## config.mk

```make
export PLATFORM = sky130hd
export DESIGN_NAME = midi_uart_rx
export DESIGN_NICKNAME = d
export VERILOG_FILES = /design/src/rtl/midi_uart_rx.sv
export SDC_FILE = /design/constraint.sdc
export NUM_CORES = 1
export LEC_CHECK = 0
export CORE_MARGIN = 2
export CORE_UTILIZATION = 45
export CTS_BUF_LIST = sky130_fd_sc_hd__clkbuf_8
export CTS_CLUSTER_DIAMETER = 60
export DETAILED_ROUTE_END_ITERATION = 16
export PLACE_DENSITY_LB_ADDON = 0.15
export RECOVER_POWER = 100
export SYNTH_ARGS = -nofsm -noshare
export SYNTH_HDL_FRONTEND = slang
export SYNTH_SLANG_ARGS = --single-unit
```

## constraint.sdc

```tcl
create_clock -name clk_100mhz -period 6.63 [get_ports clk_100mhz]
set_clock_uncertainty 0.1 [all_clocks]
set_input_delay 1.6575 -clock clk_100mhz [delete_from_list [all_inputs] [get_ports clk_100mhz]]
set_output_delay 1.6575 -clock clk_100mhz [all_outputs]
set_load 0.02 [all_outputs]
```

## src/rtl/midi_uart_rx.sv

```systemverilog
// midi_uart_rx: 8N1 UART receiver feeding a MIDI note-on/off parser that maintains a held-key bitmap.
module midi_uart_rx #(
    parameter int         CLKS_PER_BIT   = 3200,
    parameter int         NUM_KEYS       = 88,
    parameter int         LOWEST_NOTE    = 21,
    parameter bit         CHAN_FILTER_EN = 1'b0,
    parameter logic [3:0] CHANNEL        = 4'd0
) (
    input  logic                clk_100mhz,
    input  logic                reset,
    input  logic                rx_in,
    output logic [7:0]          byte_out,
    output logic                byte_valid,
    output logic                frame_err,
    output logic                note_valid,
    output logic [6:0]          note_num,
    output logic                note_on,
    output logic [6:0]          velocity,
    output logic [NUM_KEYS-1:0] keys,
    output logic [7:0]          key_count,
    output logic [6:0]          low_key
);
    typedef enum logic [1:0] {S_IDLE, S_START, S_DATA, S_STOP} state_t;
    localparam logic [11:0] HALF_M1 = 12'(CLKS_PER_BIT / 2 - 1);
    localparam logic [11:0] FULL_M1 = 12'(CLKS_PER_BIT - 1);
    localparam logic [7:0]  LO8     = 8'(LOWEST_NOTE);
    localparam logic [7:0]  KEYS8   = 8'(NUM_KEYS);
    state_t        r_state, w_state_nxt;
    logic          r_rx_meta, r_rx_s, r_armed;
    logic [11:0]   r_timer;
    logic [2:0]    r_bit_idx;
    logic [7:0]    r_shift;
    logic          r_rs_valid, r_rs_on, r_phase;
    logic [6:0]    r_note_lat;
    logic          w_half, w_full, w_status_ok, w_on, w_in_range;
    logic [7:0]    w_idx, w_count;
    logic [6:0]    w_low;
    logic [NUM_KEYS-1:0] w_mask;
    assign w_half = r_timer == HALF_M1;
    assign w_full = r_timer == FULL_M1;
    always_comb begin
        w_state_nxt = r_state;
        case (r_state)
            S_IDLE:  w_state_nxt = (!r_rx_s && r_armed) ? S_START : S_IDLE;
            S_START: w_state_nxt = w_half ? (r_rx_s ? S_IDLE : S_DATA) : S_START;
            S_DATA:  w_state_nxt = (w_full && r_bit_idx == 3'd7) ? S_STOP : S_DATA;
            S_STOP:  w_state_nxt = w_full ? S_IDLE : S_STOP;
            default: w_state_nxt = S_IDLE;
        endcase
    end
    always_ff @(posedge clk_100mhz) begin
        if (reset) begin
            r_rx_meta  <= 1'b1;
            r_rx_s     <= 1'b1;
            r_state    <= S_IDLE;
            r_timer    <= '0;
            r_armed    <= 1'b0;
            r_bit_idx  <= '0;
            r_shift    <= '0;
            byte_out   <= '0;
            byte_valid <= 1'b0;
            frame_err  <= 1'b0;
        end else begin
            r_rx_meta  <= rx_in;
            r_rx_s     <= r_rx_meta;
            r_state    <= w_state_nxt;
            byte_valid <= 1'b0;
            frame_err  <= 1'b0;
            r_timer    <= (r_state == S_IDLE || w_state_nxt != r_state || (r_state == S_DATA && w_full)) ?
                          '0 : r_timer + 12'd1;
            // armed only re-arms once the line has been seen high, so a held break cannot retrigger
            if (r_state == S_IDLE)
                r_armed <= (w_state_nxt == S_START) ? 1'b0 : (r_armed | r_rx_s);
            if (r_state == S_START)
                r_bit_idx <= '0;
            if (r_state == S_DATA && w_full) begin
                r_shift   <= {r_rx_s, r_shift[7:1]};
                r_bit_idx <= r_bit_idx + 3'd1;
            end
            if (r_state == S_STOP && w_full) begin
                if (r_rx_s) begin
                    byte_out   <= r_shift;
                    byte_valid <= 1'b1;
                end else begin
                    frame_err  <= 1'b1;
                end
            end
        end
    end
    assign w_status_ok = (byte_out[7:5] == 3'b100) && (!CHAN_FILTER_EN || byte_out[3:0] == CHANNEL);
    assign w_on        = r_rs_on && (byte_out[6:0] != 7'd0);
    assign w_idx       = {1'b0, r_note_lat} - LO8;
    assign w_in_range  = ({1'b0, r_note_lat} >= LO8) && (w_idx < KEYS8);
    assign w_mask      = w_in_range ? (NUM_KEYS'(1) << w_idx) : '0;
    always_comb begin
        w_count = '0;
        w_low   = 7'h7F;
        for (int k = NUM_KEYS - 1; k >= 0; k--) begin
            w_count = w_count + 8'(keys[k]);
            w_low   = keys[k] ? 7'(k) : w_low;
        end
    end
    always_ff @(posedge clk_100mhz) begin
        if (reset) begin
            r_rs_valid <= 1'b0;
            r_rs_on    <= 1'b0;
            r_phase    <= 1'b0;
            r_note_lat <= '0;
            note_valid <= 1'b0;
            note_num   <= '0;
            note_on    <= 1'b0;
            velocity   <= '0;
            keys       <= '0;
            key_count  <= '0;
            low_key    <= 7'h7F;
        end else begin
            note_valid <= 1'b0;
            key_count  <= w_count;
            low_key    <= w_low;
            // real-time bytes may appear anywhere and must not disturb running status
            if (byte_valid && byte_out < 8'hF8) begin
                if (byte_out[7]) begin
                    r_rs_valid <= w_status_ok;
                    r_rs_on    <= byte_out[4];
                    r_phase    <= 1'b0;
                end else if (r_rs_valid) begin
                    if (!r_phase) begin
                        r_note_lat <= byte_out[6:0];
                        r_phase    <= 1'b1;
                    end else begin
                        note_valid <= 1'b1;
                        note_num   <= r_note_lat;
                        velocity   <= byte_out[6:0];
                        note_on    <= w_on;
                        r_phase    <= 1'b0;
                        keys       <= w_on ? (keys | w_mask) : (keys & ~w_mask);
                    end
                end
            end
        end
    end
endmodule

```

==> results of run 1 <==
-- what timing repair did --
item / in CTS / in global routing
hold buffers: 0 / 0
buffers inserted: 0 / 2
setup endpoints to repair: 0 / 3
gates resized for setup: 0 / 12
-- placed cells by master, fill, tap and decap left out, types with 6 or more instances in the layout --
cell type / count
xor2_1: 7
nand3_1: 39
nor2b_1: 10
dfxtp_2: 7
or4_1: 7
nor2_1: 146
fa_1: 75
inv_1: 131
a21oi_1: 91
nand4_1: 21
o21ai_0: 29
buf_4: 44
mux2i_1: 63
o31ai_1: 6
ha_1: 22
dfxtp_1: 160
nand2b_1: 13
dlygate4sd3_1: 81
nand2_1: 126
nor4_1: 27
nor3_1: 41
a31oi_1: 15
a21o_1: 7
clkdlybuf4s50_1: 49
a211oi_1: 8
clkbuf_1: 8
xnor2_1: 7
clkbuf_8: 17
o21a_1: 6
-- synthesized netlist by cell type (all sizes together) (8+ instances only) --
cell type and number:
a211oi 8, a21oi 94, a31oi 15, buf 21, clkbuf 33, dfxtp 167, fa 76, ha 22
inv 130, mux2i 63, nand2 126, nand2b 13, nand3 39, nand4 21, nor2 146, nor2b 10
nor3 45, nor4 28, o21ai 30
-- cell type report --
class / count / area share
Clock buffer: 17 / 0.0191
Clock inverter: 15 / 0.0148
Inverter: 130 / 0.0399
Multi-Input combinational cell: 838 / 0.487
Sequential cell: 167 / 0.274
Tap cell: 280 / 0.0287
Timing Repair Buffer: 183 / 0.136
-- routing by layer --
layer / part of all wire / global-route usage / vias up
met5: 0 / 0 / -
met4: 0.036 / 0.108 / 0
met3: 0.093 / 0.0629 / 69
met2: 0.43 / 0.418 / 447
met1: 0.44 / 0.391 / 4329
li1: - / - / 4310
-- where the power goes --
group / internal [mW] / switching, mW
combinational: 0.00402 / 0.0185
sequential: 1.00 / 0.00129
clock: 0.350 / 0.444
-- how the worst min path moves through the flow --
stage                              start                 to  slack [ns]
floorplan           r_rx_meta$_SDFF_PP1_  r_rx_s$_SDFF_PP1_        0.29
global placement    r_rx_meta$_SDFF_PP1_  r_rx_s$_SDFF_PP1_        0.30
detailed placement  r_rx_meta$_SDFF_PP1_  r_rx_s$_SDFF_PP1_        0.31
CTS                 r_rx_meta$_SDFF_PP1_  r_rx_s$_SDFF_PP1_        0.35
global route        r_rx_meta$_SDFF_PP1_  r_rx_s$_SDFF_PP1_        0.37
finish              r_rx_meta$_SDFF_PP1_  r_rx_s$_SDFF_PP1_        0.35
-- worst max-delay path: stages (launching register included) --
cell and delay, ns:
dfxtp_2 0.35, fa_1 0.56, inv_1 0.06, fa_1 0.49, fa_1 0.59, fa_1 0.45, fa_1 0.49, inv_1 0.05
fa_1 0.47, inv_1 0.05, fa_1 0.49, fa_1 0.43, fa_1 0.49, inv_1 0.04, ha_1 0.18, inv_1 0.09
fa_2 0.20, nor2b_1 0.06, o21ai_1 0.14, nand2b_1 0.09, a21o_1 0.19, a21oi_2 0.14, mux2i_1 0.19
-- cell families after synthesis --
| kind of cell | share of synthesized area |
|---|---|
| XOR/XNOR | 0.0122 |
| buffers and inverters | 0.0726 |
| multiplexers | 0.0642 |
| AND/OR/NAND/NOR | 0.219 |
| flip-flops | 0.333 |
| AO/OA/AOI/OAI | 0.121 |
| adder cells (fa/ha/maj) | 0.179 |
==> impl_metrics.json, run 1 <==
{
  "r2r_end": "key_count[6]$_SDFF_PP0_",
  "dp_hpwl_mm": 24.5,
  "drive_above_1_share": 0.0733,
  "cts_made_buffers": 17,
  "final_core_util": 0.559,
  "tightest_slew_ns": 2.26,
  "rsz0062_at_grt": "true",
  "wl_per_cell_um": 20.0,
  "ys_seq_elements": 167,
  "die_w_um": 153,
  "fmax_mhz": 155,
  "gp_congestion": 0.983,
  "grt_pass1_wl_mm": 50.5,
  "synth_edf_count": 0,
  "multi_input_area_mm2": 0.00595,
  "yosysSeqAreaShare": 0.333,
  "cts_tree": "yes",
  "worstSetupEndpoint": "key_count[6]$_SDFF_PP0_",
  "dp_slack_ns": 0.123,
  "fin_crit_ns": 6.46,
  "yosys_warnings": 0,
  "antenna_found_initial": 0,
  "fin_crit_sh": 0.975,
  "maxCapViolations": 2,
  "fp.dieH_um": 153,
  "p_per_area_mw_per_mm2": 149,
  "drc_errors": 0,
  "nNetsFinal": 1438,
  "reg2reg_depth": 22,
  "grt-ovfl-total": 0,
  "synth_top_area_frac": 0.333,
  "critPathArrivalTime_ns": 6.77,
  "final.fill_count": 2079,
  "port_buffers": 131,
  "clock_path_buffers": 2,
  "slew_violations": 56,
  "finalSetupViolations": 0,
  "start_util": 0.459,
  "outcome": "complete, but fails checks",
  "worstSetupPathType": "flop to flop",
  "synth_area_leaders": "dfxtp_1, fa_1, mux2i_1",
  "root_buffer": "clkbuf_8",
  "synth-async-reset-ratio": 0,
  "whs_ns": 0.348,
  "netlist_instances": 1189,
  "r2r_setup_slack_ns": 0.17,
  "via_per_inst": 5.62,
  "clock-sinks": 167,
  "hold_violations": 0,
  "cp_max_fo": 2,
  "design_area_mm2": 0.0122,
  "coreArea_mm2": 0.0219,
  "drt_iter0_drc": 835,
  "syn_to_final_growth_pct": 21.6,
  "hold_class": "flop to flop",
  "vias": 9155,
  "p_leak_nw": 4.78,
  "syn_nets": 1290,
  "avgSynthCellArea_um2": 8.46,
  "grt_pass1_vias": 8752,
  "tns_ns": 0,
  "post_dp_cell_area_mm2": 0.0119,
  "layout_setup_ws_ns": 0.168,
  "antenna_cells": 0,
  "clock_latency_ns": 0.48,
  "synth_top_cell_by_area": "dfxtp_1",
  "seq_area_mm2": 0.00335,
  "place_inst": 1596,
  "grt_max_degree": 88,
  "io_pins": 132,
  "critPathLaunchType": "flop",
  "end_kind": "flop",
  "synth.distinct_cells": 62,
  "path_clk_slew_ns": 0.10,
  "design_power_total_mw": 1.82,
  "ant_nets": 0,
  "relSlewSlack": -0.504,
  "htreeDepth": 4,
  "rows": 54,
  "drt-pass1-iter-count": 6,
  "synth_top_flop_cell": "dfxtp_1",
  "dieArea_mm2": 0.0236,
  "ir_worst_vdd_v": 0.000123,
  "violations": "max-capacitance violations, max-slew violations",
  "grt_util_all_layers": 0.278,
  "min_path_cells": 1,
  "synthesis.area_mm2": 0.0101,
  "routed_wl_mm": 32.7,
  "cp.required_ns": 6.94,
  "fin_cells": 1630
}
No activity file was read; power rests on OpenSTA's default activity.
==> run 2, diff against run 1 <==
Settings changed: CAP_MARGIN set to 20.
==> run 2 against run 1 <==
Net effect: the run still ends with max-capacitance violations, max-slew violations left; register-to-register slack is essentially flat; flip-flop and latch count did not move; via count is 0.60% higher; die area did not move; setup slack better by 0.0054 ns; fmax barely moved; non-clock buffer count increased by 2; global-route usage unchanged; clock power is 0.9% higher; design area barely moved.
==> impl_metrics.json, run 2 (synthesis results as in run 1) <==
{
  "root_buffer": "clkbuf_8",
  "violations": "max-capacitance violations, max-slew violations",
  "drt-pass1-iter-count": 6,
  "dp_slack_ns": 0.123,
  "ant_nets": 0,
  "rsz0062_at_grt": "true",
  "rows": 54,
  "cp_max_fo": 2,
  "grt_pass1_wl_mm": 50.5,
  "grt-ovfl-total": 0,
  "fin_crit_sh": 0.974,
  "syn_to_final_growth_pct": 21.7,
  "cts_made_buffers": 17,
  "coreArea_mm2": 0.0219,
  "antenna_found_initial": 0,
  "clock-sinks": 167,
  "antenna_cells": 0,
  "finalSetupViolations": 0,
  "cp.required_ns": 6.94,
  "reg2reg_depth": 22,
  "fin_crit_ns": 6.46,
  "worstPathCellList": "fa_1, inv_1, fa_1, fa_1, fa_1, fa_1, inv_1, fa_1, inv_1, fa_1, fa_1, fa_1, inv_1, ha_1, inv_1, fa_2, nor2b_1, o21ai_1, nand2b_1, a21o_1, a21oi_2, mux2i_1",
  "grt_pass1_vias": 8752,
  "r2r_end": "key_count[6]$_SDFF_PP0_",
  "critPathArrivalTime_ns": 6.77,
  "crit_top_cell": "fa_1",
  "final_common_cell": "dfxtp_1",
  "hold_class": "flop to flop",
  "clock_path_buffers": 2,
  "grt_max_degree": 88,
  "nNetsFinal": 1440,
  "layout_setup_ws_ns": 0.173,
  "clock_latency_ns": 0.48,
  "r2r_setup_slack_ns": 0.17,
  "drc_errors": 0,
  "outcome": "complete, but fails checks",
  "tns_ns": 0,
  "design_power_total_mw": 1.83,
  "relSlewSlack": -0.481,
  "htreeDepth": 4,
  "via_per_inst": 5.64,
  "drive_above_1_share": 0.0740,
  "fp.dieH_um": 153,
  "end_kind": "flop",
  "dieArea_mm2": 0.0236,
  "drt_iter0_drc": 816,
  "start_util": 0.459,
  "grt_util_all_layers": 0.278,
  "p_leak_nw": 4.79,
  "gp_congestion": 0.983,
  "critPathLaunchType": "flop",
  "hold_violations": 0,
  "tightest_slew_ns": 2.22,
  "slew_violations": 56,
  "ir_worst_vdd_v": 0.000124,
  "die_w_um": 153,
  "layout_common_cells": "dfxtp_1, nor2_1, inv_1, nand2_1, a21oi_1",
  "worstSetupEndpoint": "key_count[6]$_SDFF_PP0_",
  "port_buffers": 131,
  "slowest_delay_ns": 0.59,
  "seq_area_mm2": 0.00335,
  "cts_tree": "yes",
  "vias": 9210,
  "path_clk_slew_ns": 0.10,
  "dp_hpwl_mm": 24.5,
  "p_per_area_mw_per_mm2": 149,
  "multi_input_area_mm2": 0.00595,
  "wl_per_cell_um": 20.1,
  "worstSetupPathType": "flop to flop",
  "maxCapViolations": 2,
  "final.fill_count": 2076,
  "crit_path_top_delay_cell": "fa_1",
  "fmax_mhz": 155,
  "io_pins": 132,
  "routed_wl_mm": 32.9
}
[run 2: critical path: cells and delay by family, from the launching register on]
family                   cells  cell delay, ns
flip-flops                   1            0.35
buffers and inverters        5            0.29
adder cells (fa/ha/maj)     11            4.84
AO/OA/AOI/OAI                3            0.47
multiplexers                 1            0.19
AND/OR/NAND/NOR              2            0.15
[run 2: worst min path at each step]
stage                    startpoint           endpoint  slack (ns)  cells past startpoint
2_1_floorplan  r_rx_meta$_SDFF_PP1_  r_rx_s$_SDFF_PP1_        0.29                      1
3_3_place_gp   r_rx_meta$_SDFF_PP1_  r_rx_s$_SDFF_PP1_        0.30                      1
3_5_place_dp   r_rx_meta$_SDFF_PP1_  r_rx_s$_SDFF_PP1_        0.31                      1
4_1_cts        r_rx_meta$_SDFF_PP1_  r_rx_s$_SDFF_PP1_        0.35                      1
5_1_grt        r_rx_meta$_SDFF_PP1_  r_rx_s$_SDFF_PP1_        0.37                      1
6_report       r_rx_meta$_SDFF_PP1_  r_rx_s$_SDFF_PP1_        0.35                      1
[run 2: stage by stage]
stage	cells	hold WS, ns	area [um^2]	util
after CTS	1628	0.352	12300	0.561
after global routing	1632	0.368	12200	0.559
final	1632	0.348	12200	0.559
after global placement	1596	0.304	11900	0.542
after floorplan	1189	0.289	10100	-
after detailed placement	1596	0.305	11900	0.542
[run 2: power breakdown]
group	internal [mW]	switching (mW)	leakage, nW
clock network	0.350	0.450	0.208
registers	1.00	0.00129	1.35
logic	0.00402	0.0185	3.23
total	1.36	0.470	4.79
[run 2: routing by layer]
layer  up-vias  global-route usage  share of wire
met5         -                   0              0
met4         0               0.108          0.037
met3        69              0.0629          0.085
met2       429               0.418           0.43
met1      4380               0.391           0.45
li1       4332                   -              -
[run 2: final cells by class]
cell class	instances	share of cell area
Clock buffer	17	0.0191
Clock inverter	15	0.0148
Inverter	130	0.0399
Multi-Input combinational cell	838	0.487
Sequential cell	167	0.274
Tap cell	280	0.0286
Timing Repair Buffer	185	0.137
[run 2: timing repair]
| item | 4_1_cts | 5_1_grt |
|---|---|---|
| endpoints found under the setup margin | 0 | 3 |
| setup buffers | 0 | 2 |
| resized for setup | 0 | 12 |
| hold buffers | 0 | 0 |
==> run 3, diff against run 2 <==
Settings changed: CTS_BUF_LIST sky130_fd_sc_hd__clkbuf_8 to unset.
==> run 3 against run 2 <==
Net effect: the flow still finishes with violations (max-capacitance violations, max-slew violations); non-clock buffer count fell by 1; via count about the same; combinational power about the same; flip-flop and latch count unchanged; largest power group is now the clock network.
==> impl_metrics.json, run 3 (synthesis results as in run 1) <==
{
  "drt-pass1-iter-count": 5,
  "layout_common_cells": "dfxtp_1, nor2_1, inv_1, nand2_1, a21oi_1",
  "clock-sinks": 167,
  "io_pins": 132,
  "layout_setup_ws_ns": 0.174,
  "root_buffer": "clkbuf_16",
  "hold_class": "flop to flop",
  "cp.required_ns": 6.89,
  "rsz0062_at_grt": "true",
  "min_path_cells": 1,
  "cts_tree": "yes",
  "drive_above_1_share": 0.0740,
  "syn_to_final_growth_pct": 23.6,
  "grt_util_all_layers": 0.279,
  "dp_slack_ns": 0.123,
  "tns_ns": 0,
  "die_w_um": 153,
  "whs_endpoint": "r_rx_s$_SDFF_PP1_",
  "ant_nets": 0,
  "antenna_found_initial": 0,
  "clock_latency_ns": 0.44,
  "p_leak_nw": 4.87,
  "dp_hpwl_mm": 24.5,
  "fin_crit_ns": 6.46,
  "wl_per_cell_um": 20.1,
  "drc_errors": 0,
  "cp_max_fo": 2,
  "hold_start": "r_rx_meta$_SDFF_PP1_",
  "grt-ovfl-total": 0,
  "grt_pass1_vias": 8797,
  "routed_wl_mm": 32.9,
  "ir_worst_vdd_v": 0.000166,
  "vias": 9205,
  "fin_cells": 1631,
  "relSlewSlack": -0.456,
  "port_buffers": 131,
  "place_inst": 1596,
  "htreeDepth": 4,
  "rows": 54,
  "drt_iter0_drc": 831,
  "fp.dieH_um": 153,
  "critPathLaunchType": "flop",
  "nNetsFinal": 1439,
  "critPathArrivalTime_ns": 6.72,
  "coreArea_mm2": 0.0219,
  "grt_pass1_wl_mm": 50.9,
  "start_util": 0.459,
  "finalSetupViolations": 0,
  "fmax_mhz": 155,
  "maxCapViolations": 2,
  "violations": "max-capacitance violations, max-slew violations",
  "worstSetupPathType": "flop to flop",
  "end_kind": "flop",
  "final_common_cell": "dfxtp_1",
  "r2r_end": "key_count[6]$_SDFF_PP0_",
  "design_power_total_mw": 2.08,
  "gp_congestion": 0.983,
  "tightest_slew_ns": 2.18,
  "reg2reg_depth": 22,
  "clock_path_buffers": 2,
  "antenna_cells": 0,
  "slew_violations": 56,
  "fin_crit_sh": 0.974,
  "p_per_area_mw_per_mm2": 167,
  "outcome": "complete, but fails checks",
  "via_per_inst": 5.64,
  "hold_violations": 0,
  "cts_made_buffers": 17,
  "dieArea_mm2": 0.0236,
  "hold_buffers": 0,
  "grt_max_degree": 88,
  "path_clk_slew_ns": 0.07,
  "r2r_setup_slack_ns": 0.17
}
[run 3: routing by layer]
metal,track usage,vias up,part of all wire
li1,-,4325,-
met1,0.397,4399,0.45
met2,0.428,432,0.44
met3,0.0607,49,0.086
met4,0.0821,0,0.023
met5,0,-,0
[run 3: worst max-delay path by stage]
stage | from | to | cells past startpoint
3_5_place_dp | flop | key_count[6]$_SDFF_PP0_ | 22
6_report | flop | key_count[6]$_SDFF_PP0_ | 22
4_1_cts | flop | key_count[6]$_SDFF_PP0_ | 22
5_1_grt | flop | key_count[6]$_SDFF_PP0_ | 22
3_3_place_gp | flop | key_count[6]$_SDFF_PP0_ | 22
2_1_floorplan | flop | key_count[6]$_SDFF_PP0_ | 22
[run 3: what timing repair did]
item	in CTS	in global routing
buffers inserted	0	2
gates resized for setup	0	11
setup endpoints to repair	0	4
[run 3: critical path: stages, from the launching register on]
cell,delay [ns]
dfxtp_2,0.34
fa_1,0.56
inv_1,0.06
fa_1,0.49
fa_1,0.59
fa_1,0.45
fa_1,0.49
inv_1,0.05
fa_1,0.47
inv_1,0.05
fa_1,0.49
fa_1,0.43
fa_1,0.49
inv_1,0.04
ha_1,0.18
inv_1,0.09
fa_2,0.20
nor2b_1,0.06
o21ai_1,0.14
nand2b_1,0.09
a21o_1,0.19
a21oi_2,0.14
mux2i_1,0.19
[run 3: final cells by class]
| type | count | area, um^2 |
|---|---|---|
| tap | 280 | 350 |
| inverter | 130 | 488 |
| fill | 2042 | 9460 |
| sequential | 167 | 3350 |
| clock inverter | 14 | 178 |
| multi-input combinational | 838 | 5960 |
| timing repair buffer | 184 | 1670 |
| clock buffer | 18 | 429 |
[run 3: power by group]
group / internal (mW) / leakage [nW] / switching (mW)
sequential: 1.00 / 1.35 / 0.00134
combinational: 0.00402 / 3.23 / 0.0186
clock: 0.573 / 0.291 / 0.475
[run 3: metrics by stage]
| step | util | instance area, um^2 | hold WS, ns |
|---|---|---|---|
| after floorplan | - | 10100 | 0.289 |
| after global placement | 0.542 | 11900 | 0.304 |
| after detailed placement | 0.542 | 11900 | 0.305 |
| after CTS | 0.570 | 12500 | 0.343 |
| after global routing | 0.568 | 12400 | 0.359 |
| final | 0.568 | 12400 | 0.341 |
